<file path="src/rtl/fetch_ctrl.sv">
`default_nettype none
// ============================================================================
// Module   : fetch_ctrl
// Brief    : Generates the PC-control strobes for fetch_unit. Handles boot,
//            redirects, interrupt entry and instruction-cache miss timeout.
// Revision : 1.0  initial release
// ============================================================================
module fetch_ctrl #(
    parameter logic [15:0] RESET_VECTOR = 16'hFFFC,
    parameter logic [15:0] IRQ_VECTOR   = 16'hFFFE,
    parameter int          MISS_TIMEOUT = 15,
    parameter int          CNT_W        = 4
) (
    input  logic        clk,
    input  logic        rst,
    input  logic        br_taken,
    input  logic [15:0] br_target,
    input  logic        irq_req,
    input  logic        ins_len2,
    input  logic        dec_stall,
    input  logic        cache_hit,
    input  logic        ir_valid,
    input  logic [15:0] pc_out,
    output logic        pc_w,
    output logic [15:0] pc_alu,
    output logic        pc_inc,
    output logic        pc_i2,
    output logic        pc_inv,
    output logic        hold,
    output logic        irq_ack,
    output logic [15:0] irq_ret_pc,
    output logic        fetch_fault,
    output logic [2:0]  state_dbg
);

    typedef enum logic [2:0] {
        ST_BOOT  = 3'd0,
        ST_LOAD  = 3'd1,
        ST_FILL  = 3'd2,
        ST_RUN   = 3'd3,
        ST_MISS  = 3'd4,
        ST_FAULT = 3'd5
    } state_t;

    localparam logic [CNT_W-1:0] c_TIMEOUT = CNT_W'(MISS_TIMEOUT);

    state_t           r_state;
    state_t           w_next;
    logic [CNT_W-1:0] r_miss_cnt;
    logic [15:0]      r_irq_ret_pc;
    logic             w_adv;
    logic             w_miss_enter;

    assign w_adv = ir_valid & cache_hit & ~dec_stall;

    always_comb begin
        pc_w         = 1'b0;
        pc_alu       = 16'h0000;
        pc_inc       = 1'b0;
        pc_i2        = 1'b0;
        pc_inv       = 1'b0;
        hold         = 1'b0;
        irq_ack      = 1'b0;
        fetch_fault  = 1'b0;
        w_miss_enter = 1'b0;
        w_next       = r_state;
        if (rst) begin
            hold   = 1'b1;
            pc_inv = 1'b1;
            pc_alu = RESET_VECTOR;
            w_next = ST_BOOT;
        end else begin
            case (r_state)
                ST_BOOT: begin
                    hold   = 1'b1;
                    pc_inv = 1'b1;
                    pc_alu = RESET_VECTOR;
                    w_next = ST_LOAD;
                end
                ST_LOAD: begin
                    pc_w   = 1'b1;
                    pc_inv = 1'b1;
                    pc_alu = RESET_VECTOR;
                    w_next = ST_FILL;
                end
                ST_FILL: begin
                    pc_inv = 1'b1;
                    if (br_taken) begin
                        pc_w   = 1'b1;
                        pc_alu = br_target;
                    end else if (cache_hit) begin
                        w_next = ST_RUN;
                    end else begin
                        w_next       = ST_MISS;
                        w_miss_enter = 1'b1;
                    end
                end
                ST_RUN: begin
                    if (br_taken) begin
                        pc_w   = 1'b1;
                        pc_inv = 1'b1;
                        pc_alu = br_target;
                        w_next = ST_FILL;
                    end else if (w_adv && irq_req) begin
                        pc_w    = 1'b1;
                        pc_inv  = 1'b1;
                        pc_alu  = IRQ_VECTOR;
                        irq_ack = 1'b1;
                        w_next  = ST_FILL;
                    end else if (w_adv) begin
                        pc_inc = 1'b1;
                        pc_i2  = ins_len2;
                    end else if (!cache_hit) begin
                        hold         = 1'b1;
                        w_next       = ST_MISS;
                        w_miss_enter = 1'b1;
                    end else begin
                        hold = 1'b1;
                    end
                end
                ST_MISS: begin
                    hold = 1'b1;
                    if (br_taken) begin
                        pc_w   = 1'b1;
                        pc_inv = 1'b1;
                        pc_alu = br_target;
                        w_next = ST_FILL;
                    end else if (cache_hit) begin
                        w_next = ST_RUN;
                    end else if (r_miss_cnt == c_TIMEOUT) begin
                        w_next = ST_FAULT;
                    end
                end
                ST_FAULT: begin
                    hold        = 1'b1;
                    pc_inv      = 1'b1;
                    fetch_fault = 1'b1;
                    if (br_taken) begin
                        pc_w   = 1'b1;
                        pc_alu = br_target;
                        w_next = ST_FILL;
                    end
                end
                default: begin
                    // Unused encodings recover through the boot sequence.
                    hold   = 1'b1;
                    pc_inv = 1'b1;
                    w_next = ST_BOOT;
                end
            endcase
        end
    end

    always_ff @(posedge clk) begin
        if (rst) begin
            r_state      <= ST_BOOT;
            r_miss_cnt   <= '0;
            r_irq_ret_pc <= 16'h0000;
        end else begin
            r_state <= w_next;
            if (w_miss_enter) begin
                r_miss_cnt <= '0;
            end else if (r_state == ST_MISS) begin
                r_miss_cnt <= r_miss_cnt + CNT_W'(1);
            end
            if (irq_ack) begin
                r_irq_ret_pc <= pc_out + (ins_len2 ? 16'd2 : 16'd1);
            end
        end
    end

    // Reset is visible on the outputs in the same cycle it is asserted.
    assign irq_ret_pc = rst ? 16'h0000 : r_irq_ret_pc;
    assign state_dbg  = rst ? 3'd0 : r_state;

endmodule
`default_nettype wire

</file>
<file path="config.mk">
export PLATFORM = sky130hd
export DESIGN_NAME = fetch_ctrl
export DESIGN_NICKNAME = d
export VERILOG_FILES = /design/src/rtl/fetch_ctrl.sv
export SDC_FILE = /design/constraint.sdc
export NUM_CORES = 1
export LEC_CHECK = 0
export CORE_ASPECT_RATIO = 0.8
export CORE_MARGIN = 3
export CORE_UTILIZATION = 45
export CTS_CLUSTER_DIAMETER = 40
export CTS_CLUSTER_SIZE = 10
export DETAILED_ROUTE_END_ITERATION = 8
export PLACE_DENSITY = 0.95
export SETUP_SLACK_MARGIN = 0.5
export SLEW_MARGIN = 20
export SYNTH_ARGS = -nofsm -noshare
export SYNTH_HDL_FRONTEND = slang
export SYNTH_SLANG_ARGS = --single-unit
</file>
<file path="constraint.sdc">
create_clock -name clk -period 5.6 [get_ports clk]
set_clock_uncertainty 0.15 [all_clocks]
set_input_delay 1.12 -clock clk [delete_from_list [all_inputs] [get_ports clk]]
set_output_delay 1.12 -clock clk [all_outputs]
set_load 0.02 [all_outputs]
</file>
### Yosys cells after proc, flatten, opt, wreduce, memory -nomap -nowiden

Index checks and enable logic that the tools add are counted.

* bits of input ports: 40
* register bits: 23
* output and inout bits: 42
* logic and storage cells: 79

* add/sub/neg operators: 2
* bitwise gates (word level): 3
* reduce and logical (&&, ||, !) cells: 7
* muxes and demuxes: 53
* equal/unequal tests: 11

Operator list (count)
* 2-to-1 mux 16 bit: 5
* case mux 16 bit (3 select lines): 1
* 2-to-1 mux 3 bit: 11
* 2-to-1 mux 1 bit: 30
* case mux 3 bit (6 select lines): 1
* adder 16 x 2 -> 16 bit: 1
* inequality test 4 bit, second input constant: 3
* equality test 3 x 2 -> 1 bit, second input constant: 2
* equality test 3 bit, second input constant: 2
* case mux 1 bit (2 select lines): 3
* OR reduction 2 bit: 3
* AND reduction 5 bit: 1
* adder 4 x 1 -> 4 bit, second input constant: 1
* equality test 4 bit, second input constant: 1
* inequality test 2 bit, second input constant: 2
* equality test 3 x 1 -> 1 bit, second input constant: 1
* zero test 3 bit: 1
* case mux 1 bit (3 select lines): 1
* OR reduction 3 bit: 1
* AND 1 bit: 2
* 2-to-1 mux 2 bit: 1
* logical AND 1 bit: 1
* NOT 1 bit: 1

### Logic depth before layout (Yosys ltp)

* depth in word-level cells: 8
* gate-level depth with buffers: 8
* depth with buffers taken out: 7

### Worst setup path after synthesis

No wires, ideal clock.

* path type: input port to output port
* start point: input port br_taken
* end point: output port pc_i2
* setup slack: 1.777 ns
* required time: 4.330 ns
* arrival: 2.553 ns
* buffers on the path: 0
* stages: 3
* cells stage by stage: nand3b_1 nor4bb_1 and2_1

* word-level cells in the longest chain between the ends: 3

RTL lines
* start, declared: RTL line 16 `input logic br_taken,`
* 2-to-1 mux 1 bit: RTL line 99 `if (br_taken) begin`
* 2-to-1 mux 1 bit: RTL line 73 `case (r_state)`
* 2-to-1 mux 1 bit: RTL line 67 `if (rst) begin`
* end, declared: RTL line 27 `output logic pc_i2,`

Every way passes these cells.

### Worst setup path in the final report

Ends and elaborated chain as after synthesis.

==> impl_metrics.env <==
export IMPL_outcome="completed"
export IMPL_antenna_found_initial=0
export IMPL_seqPwrFrac_pct=35.1
export IMPL_max_stage_delay_ns=0.60
export IMPL_power_switching_uw=212
export IMPL_num_nets_final=348
export IMPL_synth_most_common_cell="nand2_1"
export IMPL_yosys_warnings=0
export IMPL_cp_end_kind="primary output"
export IMPL_yosys_area_top_type="dfxtp_1"
export IMPL_cts_setup_buffers=0
export IMPL_post_dp_hpwl_mm=3.86
export IMPL_rrSetupSlack_ns=3.60
export IMPL_core_area_um2=3590
export IMPL_setup_tns_ns=0
export IMPL_wirelength_mm=4.83
export IMPL_grt_pass1_vias=1597
export IMPL_dieArea_um2=4670
export IMPL_cts_root_buf="clkbuf_8"
export IMPL_path_buf_inv=2
export IMPL_ys_top_cells_by_area="dfxtp_1 26%, nand2_1 8.2%, nor2b_1 7.9%, nor2_1 5.6%, xnor2_1 5.5%"
export IMPL_hp_class="flop to flop"
export IMPL_die_h_um=61.7
export IMPL_port_buffers=81
export IMPL_cts_tree="done"
export IMPL_grt_pass1_wl_mm=7.29
export IMPL_r2r_end="r_state[2]"
export IMPL_combPwrFrac_pct=46.2
export IMPL_fmax_ghz=0.218
export IMPL_core_rowCount=19
export IMPL_drc=0
export IMPL_fin_crit_ns=4.59
export IMPL_htreeDepth=1
export IMPL_ant_nets=0
export IMPL_pin_count=82
export IMPL_placed_cells=351
export IMPL_p_sw_share_pct=37.7
export IMPL_drt_pass1_iter_count=4
export IMPL_start_util_pct=48.7
export IMPL_hold_start="r_irq_ret_pc[11]"
export IMPL_grt_max_degree=33
export IMPL_grt_total_usage_pct=20.0
export IMPL_min_to="r_irq_ret_pc[11]"
export IMPL_dieWidth_um=75.7
export IMPL_cp_common_cell="clkdlybuf4s50_1"
export IMPL_via_count=1872
export IMPL_clkPwrFrac_pct=18.7
export IMPL_viasPerCell=5.27
export IMPL_final_cells=355
export IMPL_synth_distinct_cells=47
export IMPL_start_kind="input port"
export IMPL_crit_arrival_ns=3.32
export IMPL_yosys_area_top_type_share_pct=26.3
export IMPL_critPathRequiredTime_ns=4.33
export IMPL_drive_above_1_share_pct=7.26
export IMPL_leakage_nw=0.930
export IMPL_maxCapViolCount=0
export IMPL_gp_congestion=0.865
export IMPL_peakVddDrop_mv=0.145
export IMPL_worst_pin_slew_ns=0.545
export IMPL_hold_viol=0
export IMPL_path_class="input port to primary output"
export IMPL_clkLatencyLatePin_ns=0.26
export IMPL_design_area_um2=2630
export IMPL_internal_power_uw=351
export IMPL_wire_per_inst_um=13.6
export IMPL_rsz0062_at_grt="false"
export IMPL_post_route_period_util_pct=82.0
export IMPL_setup_violations=0
export IMPL_overflow=0
export IMPL_area_growth_pct=50.4
export IMPL_r2r_start="r_state[2]"
export IMPL_dpl_instance_area_um2=2580
export IMPL_cts_sinks=23
export IMPL_hold_depth=2
export IMPL_syn_inst=228
export IMPL_first_iter_violations=166
export IMPL_synth_edf_count=0
export IMPL_syn_cell_area_um2=1750
export IMPL_rr_worst_depth=4
export IMPL_drv_slew=0
export IMPL_cts_repair_resized=0
export IMPL_numCtsBuffers=3
export IMPL_ys_ff_latch=23
export IMPL_antenna_cells=0
export IMPL_hold_slack_ns=0.348
export IMPL_clock_path_buffers=2
export IMPL_crit_path_top_delay_cell="clkdlybuf4s50_1"
export IMPL_clk_pin_slew_ns=0.09
export IMPL_synth_common_cells="38 x nand2_1, 26 x nor2_1, 23 x dfxtp_1, 22 x nor2b_1, 11 x xnor2_1"
export IMPL_synth_ff_type="dfxtp_1"
export IMPL_power_density_nw_per_um2=214
export IMPL_worstPathMaxFanout=11
export IMPL_syn_nets=272
export IMPL_crit_chain="clkdlybuf4s50_1 > nand3b_1 > nor4bb_1 > and2_1 > clkdlybuf4s50_1"
export IMPL_synthArstFlopShare_pct=0
export IMPL_cts_hold_buf=0
export IMPL_yosysSeqAreaShare_pct=26.3
export IMPL_syn_area_per_cell_um2=7.67
export IMPL_crit_family="buffers and inverters"
export IMPL_slew_headroom_pct=63.7
==> cells by family after synthesis <==
group           synth area share (%)
simple gates                    38.9
compound gates                  15.2
flops                           26.3
buf+inv                         5.58
xor+xnor                        7.02
mux                             3.65
fa+ha+maj                       3.29
==> flip-flops by register name (all words and copies together), names as in the netlist <==
signal and cells:
r_irq_ret_pc 16, r_state 3, r_miss_cnt 4
==> layer usage <==
layer	track usage [%]	part of all wire (%)	vias up
met4	3.99	0.39	0
met5	0	0	-
met3	4.18	8.9	2
met1	27.1	44	845
li1	-	-	948
met2	33.2	47	77
==> worst reg2reg max path: cells and delay by family, from the launching register on <==
kind / cells / cell delay, ns
flip-flops: 1 / 0.62
AND/OR/NAND/NOR: 1 / 0.21
AO/OA/AOI/OAI: 2 / 0.54
multiplexers: 1 / 0.37
==> final cells by class <==
| cell class | count | area, um2 |
|---|---|---|
| Multi-Input combinational cell | 184 | 1190 |
| Fill cell | 278 | 961 |
| Timing Repair Buffer | 85 | 841 |
| Sequential cell | 23 | 460 |
| Tap cell | 52 | 65.1 |
| Clock buffer | 3 | 41.3 |
| Inverter | 7 | 26.3 |
| Clock inverter | 1 | 5.00 |
==> worst max-delay path by stage <==
stage               slack (ns)      from  depth (start not counted)     to
finish                    1.01  br_taken                          5  pc_i2
global route              0.83  br_taken                          5  pc_i2
CTS                       1.00  br_taken                          5  pc_i2
detailed placement        1.02  br_taken                          5  pc_i2
global placement          1.03  br_taken                          5  pc_i2
floorplan                 1.78  br_taken                          3  pc_i2
==> cells in the final DEF, fill, tap and decap left out, drive strengths merged, types with 7 or more instances in the layout <==
master,n
inv,7
o21ai,7
dfxtp,23
nor2b,22
a211oi,8
a21oi,7
xnor2,11
nand2,38
nor2,26
clkdlybuf4s50,81
==> stage by stage <==
step	utilization (%)	power, mW	setup WS [ns]
after CTS	73.2	0.564	1.00
after floorplan	-	0.346	1.78
after global placement	71.9	0.454	1.03
after global routing	73.2	0.595	0.827
final	73.2	0.562	1.01
after detailed placement	71.9	0.460	1.02
==> power by group through the flow <==
| stage | registers (mW) | logic, mW | clock network (mW) |
|---|---|---|---|
| after CTS | 0.197 | 0.260 | 0.108 |
| after detailed placement | 0.200 | 0.260 | 0 |
| after global routing | 0.200 | 0.281 | 0.113 |
| after floorplan | 0.182 | 0.164 | 0 |
| after global placement | 0.199 | 0.255 | 0 |
| final | 0.198 | 0.260 | 0.105 |
No activity file was read; power rests on OpenSTA's default activity.
